<file path="config.mk">
export PLATFORM = sky130hd
export DESIGN_NAME = vec_mem_responder
export DESIGN_NICKNAME = d
export VERILOG_FILES = /design/src/rtl/vec_mem_responder.sv
export SDC_FILE = /design/constraint.sdc
export NUM_CORES = 2
export LEC_CHECK = 0
export CAP_MARGIN = 20
export CELL_PAD_IN_SITES_DETAIL_PLACEMENT = 2
export CELL_PAD_IN_SITES_GLOBAL_PLACEMENT = 2
export CORE_MARGIN = 3
export CORE_UTILIZATION = 45
export DETAILED_ROUTE_END_ITERATION = 8
export PLACE_DENSITY_LB_ADDON = 0.1
export SKIP_CTS_REPAIR_TIMING = 1
export SYNTH_ARGS = -nofsm -noshare
export SYNTH_HDL_FRONTEND = slang
export SYNTH_SLANG_ARGS = --single-unit
</file>
<file path="constraint.sdc">
create_clock -name clock -period 4.52 [get_ports clock]
set_input_delay 0.452 -clock clock [delete_from_list [all_inputs] [get_ports clock]]
set_output_delay 0.452 -clock clock [all_outputs]
set_load 0.01 [all_outputs]
</file>
<file path="src/rtl/vec_mem_responder.sv">
// Byte-wide memory responder for the core's data bus: single-byte and 4-byte
// burst reads/writes, one byte per cycle after a programmable wait-state delay.
module vec_mem_responder #(
  parameter int WAIT_CYCLES = 1,
  parameter int DEPTH       = 256
) (
  input  logic        clock,
  input  logic        reset,
  input  logic        req_valid,
  output logic        req_ready,
  input  logic        req_write,
  input  logic        req_burst,
  input  logic [7:0]  req_addr,
  input  logic [31:0] req_wdata,
  output logic        rsp_valid,
  output logic [31:0] rsp_data,
  output logic        busy
);

  typedef enum logic [1:0] {
    ST_IDLE   = 2'd0,
    ST_WAIT   = 2'd1,
    ST_ACCESS = 2'd2,
    ST_RESP   = 2'd3
  } state_t;

  localparam logic [2:0] WAIT_INIT = 3'(WAIT_CYCLES);

  state_t      state_q, state_d;
  logic [2:0]  wait_q, wait_d;
  logic [1:0]  beat_q, beat_d;
  logic [7:0]  addr_q, addr_d;
  logic        write_q, write_d;
  logic        burst_q, burst_d;
  logic [31:0] wdata_q, wdata_d;
  logic [31:0] rsp_data_q, rsp_data_d;

  // Storage is deliberately outside the reset domain so contents survive reset.
  logic [7:0]  mem [DEPTH];

  logic [7:0]  acc_addr;
  logic [7:0]  wr_byte;
  logic [7:0]  rd_byte;
  logic [7:0]  wlane [4];
  logic        mem_we;
  logic [1:0]  last_beat;

  // Byte address wraps mod 256 naturally through the 8-bit add.
  assign acc_addr  = addr_q + {6'd0, beat_q};
  assign last_beat = burst_q ? 2'd3 : 2'd0;

  generate
    for (genvar gi = 0; gi < 4; gi++) begin : g_wlane
      assign wlane[gi] = wdata_q[8*gi +: 8];
    end
  endgenerate

  assign wr_byte = wlane[beat_q];
  assign rd_byte = mem[acc_addr];
  assign mem_we  = (state_q == ST_ACCESS) && write_q;

  always_ff @(posedge clock) begin
    if (mem_we) begin
      mem[acc_addr] <= wr_byte;
    end
  end

  always_comb begin
    state_d    = state_q;
    wait_d     = wait_q;
    beat_d     = beat_q;
    addr_d     = addr_q;
    write_d    = write_q;
    burst_d    = burst_q;
    wdata_d    = wdata_q;
    rsp_data_d = rsp_data_q;
    case (state_q)
      ST_IDLE: begin
        if (req_valid) begin
          addr_d     = req_addr;
          write_d    = req_write;
          burst_d    = req_burst;
          wdata_d    = req_wdata;
          rsp_data_d = 32'd0;
          beat_d     = 2'd0;
          wait_d     = WAIT_INIT;
          state_d    = (WAIT_INIT != 3'd0) ? ST_WAIT : ST_ACCESS;
        end
      end
      ST_WAIT: begin
        wait_d = wait_q - 3'd1;
        if (wait_q <= 3'd1) begin
          state_d = ST_ACCESS;
        end
      end
      ST_ACCESS: begin
        if (!write_q) begin
          rsp_data_d[{beat_q, 3'b000} +: 8] = rd_byte;
        end
        if (beat_q == last_beat) begin
          state_d = ST_RESP;
        end else begin
          beat_d = beat_q + 2'd1;
        end
      end
      ST_RESP: begin
        state_d = ST_IDLE;
      end
      default: begin
        state_d = ST_IDLE;
      end
    endcase
  end

  always_ff @(posedge clock or posedge reset) begin
    if (reset) begin
      state_q    <= ST_IDLE;
      wait_q     <= 3'd0;
      beat_q     <= 2'd0;
      addr_q     <= 8'd0;
      write_q    <= 1'b0;
      burst_q    <= 1'b0;
      wdata_q    <= 32'd0;
      rsp_data_q <= 32'd0;
    end else begin
      state_q    <= state_d;
      wait_q     <= wait_d;
      beat_q     <= beat_d;
      addr_q     <= addr_d;
      write_q    <= write_d;
      burst_q    <= burst_d;
      wdata_q    <= wdata_d;
      rsp_data_q <= rsp_data_d;
    end
  end

  assign req_ready = (state_q == ST_IDLE);
  assign busy      = (state_q != ST_IDLE);
  assign rsp_valid = (state_q == ST_RESP);
  assign rsp_data  = rsp_data_q;

endmodule

</file>
* Yosys cells after proc, flatten, opt, wreduce, memory -nomap -nowiden
Memory sizes are Yosys's and may differ from the RTL's.
Cells that the tools add are included.
W data, S select, Z words.
** Cells by class
- Reduce and logical (&&, ||, !) cells :: 10
- Muxes and demuxes :: 19
- Equal/unequal tests :: 9
- Multipliers :: 0
- Shift-type cells :: 2
- Bitwise operators :: 1
- $add $sub $neg :: 4
- Order comparisons :: 2
- Div/mod/pow operators :: 0
** Operator list (number)
- $mux W32 :: 2
- $pmux W32 S2 :: 1
- $bwmux W32 :: 1
- $shift A8 B7 Y32 const A :: 1
- $shiftx A8 B7 Y32 :: 1
- $bmux W8 S2 :: 1
- $mux W8 :: 2
- $mux W2 :: 6
- $reduce_and A3 Y1 :: 3
- $add A8 B2 Y8 :: 1
- $ne A2 B2 Y1 const B :: 4
- $pmux W2 S4 :: 1
- $neg A5 Y7 :: 1
- $pmux W3 S2 :: 1
- $reduce_bool A2 Y1 :: 3
- $eq A2 B2 Y1 const B :: 2
- $pmux W2 S2 :: 1
- $reduce_and A2 Y1 :: 2
- $ge A3 B3 Y1 const B :: 1
- $le A3 B1 Y1 const B :: 1
- $mux W3 :: 1
- $not A2 Y3 :: 1
- $sub A3 B1 Y3 const B :: 1
- $add A2 B1 Y2 const B :: 1
- 6 further kinds :: 7
** Word-level totals
- Output and inout port bits :: 35
- Word-level logic and storage cells :: 56
- Latch bits :: 0
- Memories :: 1
- Bits in registers :: 81
- Memory bits (writable) :: 2048
- ROM bits :: 0
- Input bits :: 45
** Memories
- mem :: depth 256, bits a word 8, rd ports 1, clocked after Yosys merged registers in 0, write ports 1, RTL line 39 : logic [7:0] mem [DEPTH];

* Logic depth before layout (Yosys ltp)
An unclocked memory read counts as a cell.
- Depth after elaboration :: 6
- Gate-level depth with buffers :: 17

* Worst setup path after synthesis
No wires, ideal clock.
- Kind :: flip-flop to flip-flop
- From :: reg beat_q[0]
- To :: mem mem[179][0], enable pin
- Path slack :: 0.524 ns
- Arrival :: 3.626 ns
- Clock period less this slack :: 3.996 ns
- Library setup time :: 0.370 ns
- Data required time :: 4.150 ns
- Stages on the path, launching flop included :: 15
- Path through :: dfrtp_1 > ha_1 > fa_1 > buf_4 > buf_2 > buf_2 > buf_2 > buf_2 > buf_2 > buf_2 > nand3_1 > nor2_1 > nand3_1 > clkbuf_1 > nor2_1
** Between the ends
- Longest elaborated chain between the ends :: 1
** RTL lines
- from (decl) :: RTL line 31 : logic [1:0] beat_q, beat_d;
- from (signal assigned) :: RTL line 128 : beat_q <= beat_d;
- $add A8 B2 Y8 :: RTL line 49 : assign acc_addr = addr_q + {6'd0, beat_q};
- to (decl) :: RTL line 39
No other way between the ends.

* Final worst setup path
- From :: reg beat_q[0]
- To :: reg rsp_data_q[11] (netlist: rsp_data[11])
** Between the ends
- Longest elaborated chain between the ends :: 6
** RTL lines
- $add A8 B2 Y8 :: RTL line 49
- $mem_v2 Z256 W8
- $shiftx A8 B7 Y32 :: RTL line 98 : rsp_data_d[{beat_q, 3'b000} +: 8] = rd_byte;
- $bwmux W32 * :: RTL line 98
- $mux W32 * :: RTL line 97 : if (!write_q) begin
- $pmux W32 S2 * :: RTL line 77 : case (state_q)
- to (signal assigned) :: RTL line 133 : rsp_data_q <= rsp_data_d;
- to (decl) :: RTL line 36 : logic [31:0] rsp_data_q, rsp_data_d;
Every way passes the cells marked *; elsewhere a longest branch is shown, timed or not. The select of a mux whose other input is x is not followed.
A chain may end at the register's enable or synchronous reset.

==> flow_summary.yaml <==
cts:
  clockBufferDepth: 3
  cts_tree: "yes"
  clkSinkCount: 2129
  root_buffer: "clkbuf_16"
  htree_levels: 4
  numCtsBuffers: 220
  path_clk_slew_ps: 70
  clock_latency_ps: 870
die:
  num_io_pins: 80
  die_h_um: 438
  die_w_um: 438
  initial_utilization: 0.453
  coreArea_um2: 186000
  dieArea_um2: 192000
  placementRows: 158
critical_path:
  crit_type: "reg -> reg"
  critical_path.slowest_cell: "fa_4"
  worstPathRequired_ps: 5290
  cpMostUsedCell: "buf_4"
  path_cells: "ha_4 > fa_4 > buf_12 > buf_12 > mux4_2 > mux4_2 > o22ai_2 > buf_4 > nor4_1 > buf_4 > nand4_1 > buf_4 > o21ai_0"
  worstPathArrival_ps: 5270
  start_kind: "register"
  critPathBufInv: 5
  endpoint_kind: "register"
  crit_path_max_incr_delay_ps: 930
  cp_max_fo: 40
  crit_family: "buffers and inverters"
detailed_routing:
  dr.pass1.iters: 5
  via_per_inst: 6.15
  post_drt_wl_per_cell_um: 37.2
  drt_iter0_drc: 5014
  drc: 0
  antenna_left: 0
  vias: 44800
  drt_wl_total_um: 271000
status:
  status: "complete, no violations"
synth:
  netlist_instances: 4082
  netlist_area_um2: 84200
  seq_area_frac_synth: 0.755
  synth_edf_count: 2048
  syn_nets: 4140
  synth-async-reset-ratio: 0.0380
  yosys_most_used_dff: "edfxtp_1"
  yosys_warnings: 0
  ys_ff_latch: 2129
  yosysUniqueCellTypes: 77
  avgSynthCellArea_um2: 20.6
placed_design:
  gp_congestion: 0.863
  placed_cells: 6849
  post-dp-hpwl_um: 171000
  port_buffers: 79
pwr:
  power_density_nw_per_um2: 821
  irDropWorstVdd_mv: 0.563
  power.leakage_nw: 32.0
timing:
  period_share: 0.996
  final_hold_viol_count: 0
  setup-tns-final_ps: 0
  relSlewSlack: 0.179
  worst_pin_slew_ps: 1230
  fmax_mhz: 222
  layout_min_cycle_time_ps: 4500
  clock_skew_ps: 37.9
  hold_slack_ps: 204
  drv_slew: 0
  setup_viol: 0
cells_and_area:
  areaGrowthSynthToFinish_pct: 16.4
  drive_gt1_frac: 0.289
  fin_nets: 4660
  final_common_cell: "edfxtp_1"
  final_cells: 7278
  final_cell_mix: "2,048 x edfxtp_1, 488 x mux4_2, 413 x buf_4, 311 x nor2_1, 227 x clkbuf_16"
global_routing:
  grt_overflow_total: 0
  grt_max_degree: 161
  grt_pass1_vias: 48500
  grt_pass1_wl_um: 388000
  grt_usage: 0.284
  antenna_found_initial: 13
min_path:
  hp-class: "in -> reg"
job:
  drv_cap: 0
==> power breakdown <==
part	switching [W]	leakage, nW	internal, W	total, W
Sequential	0.000306	19.5	0.0267	0.0270
Combinational	0.0221	8.94	0.0128	0.0349
Clock	0.00790	3.56	0.0106	0.0185
==> logic make-up (layout without fill, tap and decap cells) <==
| logic type | Yosys count | after routing | synth area share |
|---|---|---|---|
| fa+ha+maj | 14 | 14 | 0.00214 |
| flops | 2129 | 2129 | 0.755 |
| mux | 691 | 691 | 0.161 |
| buf+inv | 264 | 972 | 0.0221 |
| simple gates | 706 | 706 | 0.0359 |
| other cells | 0 | 8 | 0 |
| xor+xnor | 6 | 6 | 0.000847 |
| compound gates | 272 | 272 | 0.0227 |
==> layout make-up <==
cell class | count | area, um2
Fill cell | 15800 | 87700
Sequential cell | 2129 | 63500
Multi-Input combinational cell | 1689 | 19000
Clock buffer | 278 | 5920
Timing Repair Buffer | 549 | 5010
Tap cell | 2480 | 3100
Clock inverter | 132 | 1340
Inverter | 13 | 55.1
Antenna cell | 8 | 20.0
==> worst paths after layout <==
| path | start | endpoint | slack, ps | cells after the start |
|---|---|---|---|---|
| worst max-delay path | beat_q[0] | rsp_data[11] | 20 | 13 |
| worst min-delay path | req_addr[4] | addr_q[4] | 200 | 2 |
| worst max register to register | beat_q[0] | rsp_data[11] | 20 | 13 |
| worst min register to register | wdata_q[18] | wdata_q[18] | 500 | 1 |
| max in group asynchronous | reset | wdata_q[10] | 3530 | 4 |
| min in group asynchronous | reset | wdata_q[13] | 380 | 3 |
==> metrics by stage <==
stage / power (W) / setup slack (ps) / area, um2 / util
2_1_floorplan: 0.0478 / 524 / 84200 / -
3_3_place_gp: 0.0608 / -217 / 90400 / 0.487
3_5_place_dp: 0.0620 / -258 / 90400 / 0.487
4_1_cts: 0.0807 / -336 / 97700 / 0.526
5_1_grt: 0.0832 / -22.9 / 97900 / 0.528
6_report: 0.0804 / 18.9 / 98000 / 0.528
==> routing by layer <==
metal / vias up / track usage / wire, um
li1: 17900 / - / -
met1: 24800 / 0.399 / 112000
met2: 1691 / 0.462 / 133000
met3: 404 / 0.0418 / 16800
met4: 2 / 0.0905 / 8710
met5: - / 0 / 13
==> synthesized netlist by cell type, types with 5 or more instances <==
cell	n	area share
and2_1	6	0.00045
o22ai_1	23	0.0017
nor2_1	315	0.014
dfrtp_1	81	0.024
buf_1	14	0.00062
o31ai_1	5	0.00045
o32ai_1	9	0.00094
mux2i_1	122	0.015
a32o_1	5	0.00059
edfxtp_1	2048	0.73
nand4_1	13	0.00097
ha_1	12	0.0018
a211oi_1	9	0.00080
o21ai_0	20	0.0012
inv_1	13	0.00058
nor4_1	8	0.00059
and3_1	14	0.0010
and4_1	6	0.00062
a2111oi_0	7	0.00073
clkbuf_1	67	0.0030
nand2_1	230	0.010
a221oi_1	8	0.00083
a31oi_1	13	0.00097
a22oi_1	24	0.0021
mux4_2	496	0.13
o211ai_1	10	0.00089
nor3_1	22	0.0013
buf_2	57	0.0034
a21oi_1	72	0.0043
nand2b_1	5	0.00037
buf_6	45	0.0060
mux2_2	48	0.0064
a22o_1	20	0.0021
buf_4	42	0.0037
mux4_1	25	0.0078
buf_8	21	0.0037
a211o_1	7	0.00073
nand3_1	58	0.0034
or3_1	6	0.00045
==> sequential cells by signal (all words and copies together) (netlist names) <==
register,flops
addr_q,8
beat_q,2
burst_q,1
mem,2048
rsp_data,32
state_q,2
wait_q,3
wdata_q,32
write_q,1
No activity file was read; power rests on OpenSTA's default activity.
